File: src/rtl/varredura_pkg.sv
// Shared widths, FSM state codes and entry layout for the x-sweep sequencer
// around the polynomial evaluator.
package varredura_pkg;

    localparam int X_W     = 8;
    localparam int R_W     = 16;
    localparam int ENTRY_W = X_W + R_W;

    localparam logic [2:0] ST_IDLE  = 3'd0;
    localparam logic [2:0] ST_PREP  = 3'd1;
    localparam logic [2:0] ST_ISSUE = 3'd2;
    localparam logic [2:0] ST_WAIT  = 3'd3;
    localparam logic [2:0] ST_DRAIN = 3'd4;

    typedef struct packed {
        logic [X_W-1:0] x;
        logic [R_W-1:0] r;
    } entrada_t;

    // A zero increment would never advance, so it behaves as a step of one.
    function automatic logic [X_W-1:0] passo_efetivo(input logic [X_W-1:0] p);
        return (p == '0) ? X_W'(1) : p;
    endfunction

endpackage

File: src/rtl/fila_resultados.sv
// First-word fall-through FIFO holding {x, result} pairs; the head is visible
// on dout whenever the queue is non-empty.
module fila_resultados
    import varredura_pkg::*;
#(
    parameter int DEPTH = 4
) (
    input  logic                      clk,
    input  logic                      rst,
    input  logic                      push,
    input  logic                      pop,
    input  logic [ENTRY_W-1:0]        din,
    output logic [ENTRY_W-1:0]        dout,
    output logic                      empty,
    output logic                      full,
    output logic [$clog2(DEPTH):0]    count
);

    localparam int PW = $clog2(DEPTH);

    logic [ENTRY_W-1:0] r_mem [DEPTH];
    logic [PW-1:0]      r_wr_ptr;
    logic [PW-1:0]      r_rd_ptr;
    logic [PW:0]        r_count;
    logic               w_do_push;
    logic               w_do_pop;

    assign empty = (r_count == '0);
    assign full  = (r_count == (PW+1)'(DEPTH));
    assign count = r_count;

    // A pop in the same cycle frees the slot, so a push against a full queue is
    // still legal then; otherwise the entry is dropped.
    assign w_do_push = push && (!full || pop);
    assign w_do_pop  = pop && !empty;

    assign dout = empty ? '0 : r_mem[r_rd_ptr];

    always_ff @(posedge clk) begin
        if (w_do_push) begin
            r_mem[r_wr_ptr] <= din;
        end
    end

    always_ff @(posedge clk) begin
        if (rst) begin
            r_wr_ptr <= '0;
            r_rd_ptr <= '0;
            r_count  <= '0;
        end else begin
            assert (!(push && full && !pop));
            if (w_do_push) r_wr_ptr <= r_wr_ptr + 1'b1;
            if (w_do_pop)  r_rd_ptr <= r_rd_ptr + 1'b1;
            case ({w_do_push, w_do_pop})
                2'b10:   r_count <= r_count + 1'b1;
                2'b01:   r_count <= r_count - 1'b1;
                default: r_count <= r_count;
            endcase
        end
    end

endmodule

File: src/rtl/varredura_polinomio.sv
// Sweeps x over [x_ini, x_fim] in steps of passo, feeding the evaluator one
// point at a time and queueing the (x, result) pairs for downstream.
module varredura_polinomio
    import varredura_pkg::*;
#(
    parameter int DEPTH = 4
) (
    input  logic             clk,
    input  logic             rst,
    input  logic             start,
    input  logic [X_W-1:0]   x_ini,
    input  logic [X_W-1:0]   x_fim,
    input  logic [X_W-1:0]   passo,
    output logic             busy,
    output logic             done,
    output logic             ev_inicio,
    output logic [X_W-1:0]   ev_x,
    input  logic             ev_ready,
    input  logic             ev_valid,
    input  logic [R_W-1:0]   ev_result,
    output logic             out_valid,
    input  logic             out_ready,
    output logic [X_W-1:0]   out_x,
    output logic [R_W-1:0]   out_data
);

    logic [2:0]             r_state;
    logic [2:0]             w_state_next;
    logic [X_W-1:0]         r_x;
    logic [X_W-1:0]         r_x_fim;
    logic [X_W-1:0]         r_step;
    logic                   r_done;

    logic [X_W:0]           w_soma;
    logic                   w_ultimo;
    logic                   w_push;
    logic                   w_pop;
    logic                   w_empty;
    logic                   w_full;
    logic [$clog2(DEPTH):0] w_count;
    logic                   w_drain_done;
    entrada_t               w_din;
    entrada_t               w_dout;

    // Nine-bit sum so a step past 255 ends the sweep instead of wrapping.
    assign w_soma   = {1'b0, r_x} + {1'b0, r_step};
    assign w_ultimo = (w_soma > {1'b0, r_x_fim});

    assign w_push       = (r_state == ST_WAIT) && ev_valid;
    assign w_pop        = out_valid && out_ready;
    assign w_drain_done = w_empty || ((w_count == ($clog2(DEPTH)+1)'(1)) && w_pop);
    assign w_din        = '{x: r_x, r: ev_result};

    fila_resultados #(.DEPTH(DEPTH)) u_fila (
        .clk   (clk),
        .rst   (rst),
        .push  (w_push),
        .pop   (w_pop),
        .din   (w_din),
        .dout  (w_dout),
        .empty (w_empty),
        .full  (w_full),
        .count (w_count)
    );

    always_comb begin
        w_state_next = r_state;
        case (r_state)
            ST_IDLE:  if (start) w_state_next = (x_ini <= x_fim) ? ST_PREP : ST_DRAIN;
            ST_PREP:  if (ev_ready && !w_full) w_state_next = ST_ISSUE;
            ST_ISSUE: w_state_next = ST_WAIT;
            ST_WAIT:  if (ev_valid) w_state_next = w_ultimo ? ST_DRAIN : ST_PREP;
            ST_DRAIN: if (w_drain_done) w_state_next = ST_IDLE;
            default:  w_state_next = ST_IDLE;
        endcase
    end

    always_ff @(posedge clk) begin
        if (rst) begin
            r_state <= ST_IDLE;
            r_x     <= '0;
            r_x_fim <= '0;
            r_step  <= '0;
            r_done  <= 1'b0;
        end else begin
            r_state <= w_state_next;
            r_done  <= (r_state == ST_DRAIN) && w_drain_done;
            if (r_state == ST_IDLE && start) begin
                r_x     <= x_ini;
                r_x_fim <= x_fim;
                r_step  <= passo_efetivo(passo);
            end else if (w_push && !w_ultimo) begin
                r_x <= w_soma[X_W-1:0];
            end
        end
    end

    // busy stays up through the done cycle so the pulse lies inside the busy window.
    assign busy      = (r_state != ST_IDLE) || r_done;
    assign done      = r_done;
    assign ev_inicio = (r_state == ST_ISSUE);
    assign ev_x      = r_x;
    assign out_valid = !w_empty;
    assign out_x     = w_dout.x;
    assign out_data  = w_dout.r;

endmodule

File: config.mk
export PLATFORM = sky130hd
export DESIGN_NAME = varredura_polinomio
export DESIGN_NICKNAME = d
export VERILOG_FILES = /design/src/rtl/varredura_pkg.sv /design/src/rtl/fila_resultados.sv /design/src/rtl/varredura_polinomio.sv
export SDC_FILE = /design/constraint.sdc
export NUM_CORES = 1
export LEC_CHECK = 0
export CAP_MARGIN = 5
export CORE_UTILIZATION = 50
export CTS_CLUSTER_SIZE = 10
export DETAILED_ROUTE_END_ITERATION = 12
export PLACE_DENSITY_LB_ADDON = 0.1
export SYNTH_ARGS = -nofsm -noshare
export SYNTH_HDL_FRONTEND = slang
export SYNTH_HIERARCHICAL = 1
export SYNTH_SLANG_ARGS = --single-unit
File: constraint.sdc
create_clock -name clk -period 2.93 [get_ports clk]
set_input_delay 0.293 -clock clk [delete_from_list [all_inputs] [get_ports clk]]
set_output_delay 0.293 -clock clk [all_outputs]
set_load 0.02 [all_outputs]
==> metrics.md <==
| Metric | Value |
|---|---|
| Logic pwr share | 0.196 |
| Slew Limit Fails | 0 |
| Setup tns final | -2.14 ns |
| Via density | about 5.5 |
| Max Cap Viol | 0 |
| ANT cells | 0 |
| Num rows | 40 |
| Asr flop ratio synth | 0 |
| CTS Buf Count | 17 |
| All-Layer GR Usage | 0.225 |
| Routed wire length | around 13,000 µm |
| CTS root buf | clkbuf_16 |
| Largest area contributor in the netlist | edfxtp_1 |
| Syn nets | 535 |
| PwrDens | roughly 660 nW/µm² |
| Die area | between 10,000 and 15,000 µm² |
| Endpoints failing hold | 0 |
| Yosys warns | 6 |
| Mean Syn Cell Area | 13.4 µm² |
| CP endpoint kind | register |
| Status | finished, violations left |
| DRT Pass-1 Iters | 4 |
| Clk_skew | 0.00989 ns |
| Synth cell types | 55 |
| P_int | roughly 4.0 mW |
| Starting density of the core | 0.512 |
| Worst hold stages | 2 |
| Reg clk slew, reported paths | ~0.060 ns |
| Hold_sp | r_x_fim[5]$_SDFFE_PP0P_ |
| Register area share after synthesis | 0.592 |
| Crit Path Max Fanout | 4 |
| Critical setup path kind | register to register |
| Clock latency on the worst-skew pair | about 0.4 ns |
| Routed WL per cell | about 18 µm |
| Clock Power Share | 0.405 |
| Slew @ Worst Pin | about 0.66 ns |
| Sw Ratio | 0.246 |
| CP startpoint kind | register |
| Die Height | ~110 µm |
| Final worst path period need | between 3 and 4 ns |
| Area Overhead vs Synth | 33.4% |
| H-tree depth | 4 |
| VDD IR max | between 200 and 300 µV |
| Share of cells above drive strength 1 | 0.231 |
| Pleak | slightly below 3 nW |
| Fin nets | 659 |
| Prevailing post-synth register cell | edfxtp_1 |
| Tcrit/Tclk final | 1.09 |
| Area of the core | 12,000 µm² |
| Initial antenna violation count | 0 |
| Number of global-route vias before repair | ~4,200 |
| Failing checks | negative setup slack |
| Worst setup startpoint | r_step[1]$_SDFFE_PP0P_ |
| Post-CTS Hold Buffers | 0 |
| Seq pwr share | 0.398 |
| Min-delay worst type | register to register |
| EDFF count, synth | 96 |
| Via count | 4,048 |
| Final HPWL DP | around 8900 µm |
| Fill cell count | between 800 and 900 |
| Fmax | around 310 MHz |
| Synth top area share | 0.471 |
| Final setup viols | 10 |
| RSZ-0062 raised after global routing | true |
| Synthesized cell area | a little over 6000 µm² |
| Initial DRC Count | ~200 |
| Remaining DRCs | 0 |
| Number of I/O pins | 82 |
| Pin count of the biggest net entering global routing | 33 |
| Switching pwr | 1.32 mW |
| Flops & latches, synth | 133 |
| Critical Path RT | 3.28 ns |
| Number of I/O port buffers | 81 |
| Total gr overflow | 0 |
| Post-DRT Antenna Nets | 0 |
| Ranking of synthesized cells by area | edfxtp_1, dfxtp_1, mux4_2, ha_1, nand2_1 |
| Critical Path AT | approximately 3.6 ns |
| Storage cell area | roughly 3600 µm² |
| R2r startpoint | r_step[1]$_SDFFE_PP0P_ |
| Die X | between 100 and 150 µm |
| CTS tree | built |
| Synth Instances | ~460 |
| Worst R2R Path Depth | 14 |
| Util after Layout | 0.683 |
| First-pass GRT wire length | ~21,000 µm |
| Clock Tree Buf Depth | 2 |
| Area occupied by multi-input gates | about 2400 µm² |
| Final worst setup slack | -0.269 ns |
| CTS sink count | around 130 |
| Slew Limit Headroom | 0.559 |
| Routability cong. | 0.886 |
synthesized netlist by cell type (all sizes together), types with 4 or more instances:
cell / number
buf: 13
ha: 29
inv: 26
nand2: 49
a21o: 4
a211oi: 10
and2: 7
nand2b: 7
edfxtp: 96
o21ai: 11
xor2: 4
clkbuf: 9
nor2: 17
or3: 4
mux4: 24
nor2b: 27
dfxtp: 37
a21oi: 33
nor3: 7
a311oi: 5
power groups by stage:
| stage | combinational (mW) | clock, mW | sequential [mW] |
|---|---|---|---|
| 3_3_place_gp | 0.896 | 0 | 2.17 |
| 2_1_floorplan | 0.503 | 0 | 2.20 |
| 4_1_cts | 1.02 | 2.20 | 2.13 |
| 6_report | 1.05 | 2.17 | 2.13 |
| 5_1_grt | 1.14 | 2.28 | 2.14 |
| 3_5_place_dp | 0.914 | 0 | 2.17 |
per-stage QoR:
stage                     std cells  total power [mW]  hold WS [ns]  worst slack (ns)  instance area, µm²
after floorplan                 458              2.70         0.392           -0.0630                6200
after global placement          704              3.07         0.448            -0.233                7440
after detailed placement        704              3.09         0.451            -0.266                7440
after CTS                       738              5.35         0.450            -0.213                8120
after global routing            741              5.56         0.462            -0.382                8170
final                           741              5.36         0.457            -0.269                8170
cell type report:
| type | count | area share |
|---|---|---|
| clock buffer | 17 | 0.0521 |
| clock inverter | 14 | 0.0225 |
| inverter | 26 | 0.0119 |
| multi-input combinational | 277 | 0.295 |
| sequential | 133 | 0.445 |
| tap | 147 | 0.0225 |
| timing repair buffer | 127 | 0.151 |
metal layers:
layer  routed length, µm  track usage  up-vias
met5                   0            0        -
met3                 507       0.0475       27
met2                6930        0.397      118
met4                 342       0.0987        0
met1                5500        0.264     1955
li1                    -            -     1948
sequential cells by signal, summed over array words and instances, names as in the netlist, named ones only:
| signal | flops |
|---|---|
| done | 1 |
| ev_x | 8 |
| r_state | 3 |
| r_step | 8 |
| r_x_fim | 8 |
| u_fila/count | 3 |
| u_fila/r_mem | 96 |
| u_fila/r_rd_ptr | 2 |
| u_fila/r_wr_ptr | 2 |
critical path, stage by stage (launching register included):
cell and delay (ns):
dfxtp_1 0.34, buf_4 0.16, fa_2 0.39, a21o_1 0.18
a21oi_2 0.17, xnor2_2 0.10, ha_1 0.31, and4_1 0.17
a221o_1 0.33, a221oi_2 0.28, o211a_4 0.23, buf_6 0.12
buf_6 0.10, and2_1 0.11, o221a_1 0.17
cells in the final DEF (no fill, tap or decap), drive strengths merged, types with 2 or more instances in the layout:
cell type	netlist	final
edfxtp	96	96
nor3b	3	3
bufinv	0	4
nand3	2	2
a311oi	5	5
dfxtp	37	37
ha	29	29
a211oi	10	10
nand2b	7	7
a21oi	33	33
nor4	2	2
nor3	7	7
nor2	17	17
mux4	24	24
fa	2	2
o21ai	11	11
clkbuf	9	17
xor2	4	4
a21o	4	4
nand4	2	2
xnor2	2	2
inv	26	27
a31o	2	2
and2	7	7
buf	13	46
nor2b	27	27
and3	3	3
or3	4	4
mux2i	3	3
a21boi	2	2
nand2	49	49
clkinvlp	0	2
clkdlybuf4s50	0	81
clkinv	0	7
path summary, 6_finish.rpt:
kind | to | slack, ns
max | ev_x[7]$_SDFFE_PP0P_ | -0.27
min | r_x_fim[5]$_SDFFE_PP0P_ | 0.46
max reg2reg | ev_x[7]$_SDFFE_PP0P_ | -0.27
min reg2reg | r_x_fim[5]$_SDFFE_PP0P_ | 0.46
what timing repair did:
item,4_1_cts,5_1_grt
resized for setup,11,3
setup buffers,3,3
pin swaps,16,7
endpoints found under the setup margin,10,10
cloned,0,0
cells by family after synthesis:
group	synth area share
AOI/OAI and AO/OA	0.0880
xor gates and xnor gates	0.00858
adders and majority gates	0.0658
buffers and inverters	0.0374
DFF	0.592
muxes	0.0950
and+or+nand+nor	0.114
(Power assumes the default switching activity.)
